**src/rtl/pipe_stage_skid.sv**
```systemverilog
// Elastic pipeline stage register: one main entry plus one skid entry under a valid/ready
// handshake, with synchronous flush and a saturating back-pressure counter.
module pipe_stage_skid #(
  parameter int unsigned WIDTH          = 32,
  parameter bit          CLEAR_ON_FLUSH = 1'b1,
  parameter int unsigned CNT_W          = 16
) (
  input  logic             clk,
  input  logic             rst,
  input  logic             flush,
  input  logic             in_valid,
  output logic             in_ready,
  input  logic [WIDTH-1:0] in_data,
  output logic             out_valid,
  input  logic             out_ready,
  output logic [WIDTH-1:0] out_data,
  output logic [1:0]       occupancy,
  output logic [CNT_W-1:0] stall_cnt,
  input  logic             cnt_clr
);

  typedef enum logic [1:0] {
    StEmpty = 2'd0,
    StOne   = 2'd1,
    StFull  = 2'd2
  } state_e;

  state_e           state_q, state_d;
  logic [WIDTH-1:0] main_q, main_d;
  logic [WIDTH-1:0] skid_q, skid_d;
  logic [CNT_W-1:0] stall_q, stall_d;
  logic             accept, pop;

  assign accept = in_valid & in_ready;
  assign pop    = out_valid & out_ready;

  always_ff @(posedge clk) begin
    if (rst) begin
      state_q <= StEmpty;
      main_q  <= '0;
      skid_q  <= '0;
      stall_q <= '0;
    end else begin
      state_q <= state_d;
      main_q  <= main_d;
      skid_q  <= skid_d;
      stall_q <= stall_d;
    end
  end

  // Payload registers only load from in_data on an accepted handshake, never when invalid.
  always_comb begin
    state_d = state_q;
    main_d  = main_q;
    skid_d  = skid_q;
    if (flush) begin
      state_d = StEmpty;
      if (CLEAR_ON_FLUSH) begin
        main_d = '0;
        skid_d = '0;
      end
    end else begin
      case (state_q)
        StEmpty: begin
          if (accept) begin
            main_d  = in_data;
            state_d = StOne;
          end
        end
        StOne: begin
          if (accept && pop) begin
            main_d = in_data;
          end else if (accept) begin
            skid_d  = in_data;
            state_d = StFull;
          end else if (pop) begin
            state_d = StEmpty;
          end
        end
        StFull: begin
          if (pop) begin
            main_d  = skid_q;
            state_d = StOne;
          end
        end
        default: state_d = StEmpty;
      endcase
    end
  end

  // in_ready comes from registered state only, so out_ready never reaches it combinationally.
  always_comb begin
    in_ready  = 1'b1;
    out_valid = 1'b0;
    occupancy = 2'd0;
    case (state_q)
      StOne: begin
        out_valid = 1'b1;
        occupancy = 2'd1;
      end
      StFull: begin
        in_ready  = 1'b0;
        out_valid = 1'b1;
        occupancy = 2'd2;
      end
      default: ;
    endcase
  end

  always_comb begin
    stall_d = stall_q;
    if (cnt_clr) begin
      stall_d = '0;
    end else if (out_valid && !out_ready && (stall_q != {CNT_W{1'b1}})) begin
      stall_d = stall_q + CNT_W'(1);
    end
  end

  assign out_data  = main_q;
  assign stall_cnt = stall_q;

endmodule

```
**config.mk**
```make
export PLATFORM = sky130hd
export DESIGN_NAME = pipe_stage_skid
export DESIGN_NICKNAME = d
export VERILOG_FILES = /design/src/rtl/pipe_stage_skid.sv
export SDC_FILE = /design/constraint.sdc
export NUM_CORES = 1
export LEC_CHECK = 0
export CAP_MARGIN = 0
export CORE_MARGIN = 4
export CORE_UTILIZATION = 50
export CTS_CLUSTER_SIZE = 28
export DETAILED_ROUTE_END_ITERATION = 8
export HOLD_SLACK_MARGIN = 0.12
export PLACE_DENSITY = 0.89
export SYNTH_ARGS = -nofsm -noshare
export SYNTH_HDL_FRONTEND = slang
export SYNTH_SLANG_ARGS = --single-unit
```
**constraint.sdc**
```tcl
create_clock -name clk -period 2.2 [get_ports clk]
set_input_delay 0.44 -clock clk [delete_from_list [all_inputs] [get_ports clk]]
set_output_delay 0.44 -clock clk [all_outputs]
set_load 0.01 [all_outputs]
```
== Word-level counts from Yosys, hierarchy flattened ==
Cells that the tools add are included.

* Input port bits: 38
* Output and inout port bits: 52
* Bits in registers: 82
* Logic and storage cells: 41

* Mux-type cells: 13
* Bitwise logic cells: 3
* $add $sub $neg: 1
* Reductions and logical operators: 12
* Eq/ne operators: 8

{| class="wikitable"
|+ Operators by type and width
! cell !! number
|-
| 2-to-1 mux 32 bit || 3
|-
| one-hot mux 32 bit (3 select lines) || 1
|-
| adder 16 x 1 -> 16 bit (second input constant) || 1
|-
| inequality test 16 bit (second input constant) || 1
|-
| 2-to-1 mux 2 bit || 5
|-
| inequality test 2 bit (second input constant) || 4
|-
| AND reduction 4 bit || 2
|-
| one-hot mux 2 bit (3 select lines) || 1
|-
| OR reduction 2 bit || 3
|-
| one-hot mux 2 bit (2 select lines) || 1
|-
| logical AND 1 bit || 3
|-
| inequality test 3 bit (second input constant) || 1
|-
| AND reduction 3 bit || 1
|-
| nonzero test 3 bit || 1
|-
| AND 1 bit || 2
|-
| == test 2 x 1 -> 1 bit (second input constant) || 1
|-
| == test 2 bit (second input constant) || 1
|-
| logical NOT 2 bit || 1
|-
| 2-to-1 mux 1 bit || 2
|-
| logical NOT 1 bit || 1
|-
| NOT 1 bit || 1
|}

== Longest topological paths before layout ==
* Word-level depth: 8
* Gate-level depth with buffers: 8
* Mapped depth without buffers: 6

== Worst setup path before layout ==
OpenSTA, ideal clock, no wires.

* Path kind: register to register
* From: register state_q[0]
* To: register state_q[0]
* Cell stages (with the launch flop): 7
* Slack: 0.266 ns
* Buffers on the path: 0
* Setup time: 0.070 ns
* Arrival time: 1.864 ns
* Period minus slack after synthesis: 1.934 ns
* Required time: 2.130 ns
* Cell sequence: dfxtp_1 -> inv_1 -> ha_1 -> and4b_2 -> o21a_1 -> or4_1 -> a21oi_1

* Longest elaborated chain between the ends: 7
* Elaborated cells on any way between the ends: 17
* Classes of those cells: eq/ne: 6; mux: 5; bitwise: 2; reduce/logical: 4

{| class="wikitable"
|+ Ends and longest elaborated chain
! what !! line !! text
|-
| start, declared || 28 || <nowiki>state_e state_q, state_d;</nowiki>
|-
| start signal, assigned || 39 || <nowiki>state_q <= StEmpty;</nowiki>
|-
| start signal, assigned || 44 || <nowiki>state_q <= state_d;</nowiki>
|-
| == test 2 bit / == test 2 x 1 -> 1 bit (equally long branches) || 96 || <nowiki>case (state_q)</nowiki>
|-
| OR reduction 2 bit (no line) * || - ||
|-
| 2-to-1 mux 1 bit * || 96 ||
|-
| named net out_valid || 14 || <nowiki>output logic out_valid,</nowiki>
|-
| AND 1 bit * || 35 || <nowiki>assign pop = out_valid & out_ready;</nowiki>
|-
| logical AND 1 bit || 71 || <nowiki>if (accept && pop) begin</nowiki>
|-
| inequality test 2 bit (no line) || - ||
|-
| AND reduction 4 bit (no line) * || - ||
|}

The timed path passes the listed nets; every way through them passes the cells marked *. The select of a mux whose other input is x is not followed.
A chain may end at the register's enable or synchronous reset.

== Worst setup path in the final report ==
* From: register state_q[0]
* To: output port in_ready

* Longest elaborated chain between the ends: 2

{| class="wikitable"
|+ Ends and longest elaborated chain
! what !! line !! text
|-
| == test 2 bit || 96 ||
|-
| 2-to-1 mux 1 bit || 96 ||
|-
| end, declared || 12 || <nowiki>output logic in_ready,</nowiki>
|}

Every way passes these cells.

==> results.json <==
{
  "grt_max_degree": 67,
  "dp.final_hpwl_um": 7343,
  "synth-seq-cells": 82,
  "critPathLaunchType": "flop",
  "finalSetupViolCount": 0,
  "grt_util_all_layers_pct": 24.84,
  "path_buf_inv": 3,
  "root_buffer": "clkbuf_8",
  "path_clk_slew_ns": 0.09,
  "timing.critical_path.mode_cell": "inv_1",
  "fp.dieH_um": 96.08,
  "crit_start": "state_q[0]$_SDFFE_PP0P_",
  "worst_pin_slew_ns": 0.5983,
  "period_minus_slack_ns": 2.147,
  "start_util_pct": 52.36,
  "min-delay-path-class": "flop to flop",
  "seq_power_share_pct": 45.7,
  "fp-row-count": 31,
  "peakVddDrop_mv": 0.3816,
  "cp.required_ns": 1.76,
  "maxCapViolCount": 0,
  "finalHoldViolCount": 0,
  "drive_gt1_share_pct": 15.68,
  "min_from": "skid_q[10]$_SDFFE_PP0P_",
  "cts.sinks": 82,
  "slowest_stage": "clkdlybuf4s50_1",
  "ctsHtreeMaxLevel": 3,
  "hold_end": "skid_q[10]$_SDFFE_PP0P_",
  "routedWlPerCell_um": 17.50,
  "power_switching_uw": 831.8,
  "drt_wl_total_um": 11220,
  "syn-num-nets": 504,
  "syn_inst": 460,
  "min_period_over_period_pct": 97.60,
  "r2r_cells": 6,
  "end_kind": "output port",
  "drc": 0,
  "finalMaxSlewViolations": 0,
  "cts_buffer_depth": 2,
  "cts_hold_buf": 0,
  "cts_setup_buffers": 0,
  "status": "finished clean",
  "place_congestion": 0.8310,
  "timing.rr.end": "stall_cnt[15]$_SDFFE_PP0P_",
  "clkLatencyLatePin_ns": 0.35,
  "placed_cell_area_mm2": 0.004951,
  "syn_area_mm2": 0.003879,
  "die_w_um": 96.08,
  "num_antenna_cells": 0,
  "cp_top_family": "buffers and inverters",
  "firstDrtPassIters": 5,
  "stdcell_area_mm2": 0.005195,
  "ys_warn_count": 0,
  "io_pins": 90,
  "p_int_uw": 2576,
  "switching_share_pct": 24.41,
  "p_comb_share_pct": 15.3,
  "critical_path_depth": 4,
  "nNetsFinal": 582,
  "rrSetupSlack_ns": 0.17,
  "worst-setup-path-type": "flop to output port",
  "antenna_left": 0,
  "pwr_density_cell_mw_per_mm2": 656.0,
  "r2r_start": "state_q[0]$_SDFFE_PP0P_",
  "antenna_found_initial": 0,
  "syn_avg_cell_area_um2": 8.432,
  "area_delta_synth_final_pct": 33.94,
  "hold-worst-slack_ns": 0.4570,
  "grt_pass1_vias": 3916,
  "grt_pass1_wl_um": 18270,
  "die_area_mm2": 0.009230,
  "final.setup_skew_ns": 0.01083,
  "relSlewSlack_pct": 59.74,
  "p_leak_uw": 0.001773,
  "core_area_mm2": 0.007408,
  "rsz0062_at_grt": "yes",
  "port_buffers": 89,
  "critical_path.max_stage_delay_ns": 0.53,
  "fin_util_pct": 70.12,
  "cp_max_fo": 10,
  "vias_per_cell": 6.164,
  "overflow": 0,
  "num_vias": 3951,
  "worstPathArrival_ns": 1.71,
  "first_iter_violations": 253,
  "cts_tree": "built",
  "ys_types": 42,
  "min_path_cells": 2,
  "pwr-share-clk_pct": 39.0,
  "ys_seq_area_share_pct": 42.32,
  "crit_chain": "inv_1, ha_2, inv_1, clkdlybuf4s50_1",
  "cts_buffers": 9,
  "fmax_mhz": 465.7
}
## cell usage after synthesis (all sizes together)
library cell | count | share of area, %
nor3 | 35 | 4.5
a211oi | 1 | 0.19
o22ai | 1 | 0.16
buf | 15 | 1.9
and3 | 5 | 0.87
o21a | 4 | 0.77
nor4 | 35 | 6.0
and4b | 2 | 0.58
a31oi | 34 | 5.5
xor2 | 1 | 0.23
inv | 6 | 0.58
or2 | 3 | 0.48
and2b | 1 | 0.26
and4 | 1 | 0.23
o31ai | 8 | 1.5
o2111ai | 1 | 0.23
nor2 | 8 | 0.77
or4 | 7 | 1.4
clkbuf | 25 | 2.4
mux2 | 32 | 9.3
o22a | 1 | 0.23
o21ai | 5 | 0.65
or3 | 2 | 0.32
nand3 | 4 | 0.52
a21oi | 43 | 5.5
nor2b | 3 | 0.48
ha | 6 | 1.9
nand2 | 77 | 7.5
o211ai | 2 | 0.39
dfxtp | 82 | 42
and2 | 1 | 0.16
nand4 | 5 | 1.4
nand2b | 1 | 0.16
nand3b | 1 | 0.19
and3b | 1 | 0.26
o21bai | 1 | 0.19
## power groups by stage
stage / sequential [µW] / clock (µW) / combinational (µW)
after global placement: 1590 / 0 / 500
after detailed placement: 1590 / 0 / 513
final: 1560 / 1330 / 521
after global routing: 1560 / 1400 / 562
after CTS: 1560 / 1330 / 519
after floorplan: 1600 / 0 / 253
## tightest hold or removal path: stages (launching register included)
cell and delay (ns):
dfxtp_1 0.32, nand2_1 0.05, a21oi_1 0.05
## sequential cells by signal, summed over array words and instances, names as in the netlist
signal and cells:
state_q 2, out_data 32, stall_cnt 16, skid_q 32
## metrics by stage
stage	setup WS [ns]	power, µW	setup TNS [ns]	instances
after floorplan	0.2655	1855	0	460
after global placement	0.09700	2088	0	626
after detailed placement	0.04111	2102	0	626
after CTS	0.04807	3404	0	641
after global routing	-0.03355	3524	-0.06074	641
final	0.05286	3408	0	641
## area by class of cell
class / count / area (µm²)
clock inverter: 5 / 102.6
multi-input combinational: 332 / 2064
sequential: 82 / 1644
fill: 540 / 2213
clock buffer: 10 / 137.6
inverter: 6 / 22.52
timing repair buffer: 107 / 1100
tap: 99 / 123.9
## kinds of logic (layout without fill, tap and decap cells)
group                    Yosys count  count (layout)  synth area share [%]
flip-flops                        82              82                 42.32
adder cells (fa/ha/maj)            6               6                 1.935
buffers and inverters             46             128                 4.903
AO/OA/AOI/OAI                    101             101                 15.39
AND/OR/NAND/NOR                  192             192                 25.94
multiplexers                      32              32                 9.290
XOR/XNOR                           1               1                0.2258
## timing repair
item,in CTS,in global routing
setup endpoints to repair,2,2
cloned,0,0
gates resized for setup,4,0
## cells in the final DEF, fill, tap and decap left out, types with 2 or more instances in the layout
cell type and instances:
and3_2 2, or3_1 2, clkdlybuf4s50_1 88, dfxtp_2 2, buf_4 12, bufinv_16 3, o21ai_0 4, and3_1 3
nor3_1 35, mux2_2 32, clkbuf_8 10, a21oi_1 43, ha_2 2, buf_12 6, o21a_1 4, nand2_1 77
ha_1 4, nand4_1 3, nor4_1 33, and4b_2 2, nor2b_1 2, o211ai_1 2, or4_1 7, nor4_2 2
o31ai_1 8, dfxtp_1 80, inv_1 6, a31oi_1 34, nor2_1 8, nand3_1 4, or2_2 3
## layer usage
| layer | global-route usage [%] | part of all wire (%) |
|---|---|---|
| met1 | 31.37 | 42 |
| met2 | 41.00 | 48 |
| met3 | 5.238 | 7.9 |
| met4 | 10.31 | 2.0 |
| met5 | 0 | 0 |
## worst max path at each step
stage	to	slack, ns
floorplan	state_q[0]$_SDFFE_PP0P_	0.27
global placement	stall_cnt[15]$_SDFFE_PP0P_	0.1
detailed placement	stall_cnt[15]$_SDFFE_PP0P_	0.04
CTS	in_ready	0.05
global route	in_ready	-0.03
finish	in_ready	0.05
Note: power is estimated with default switching activity, not from simulation.
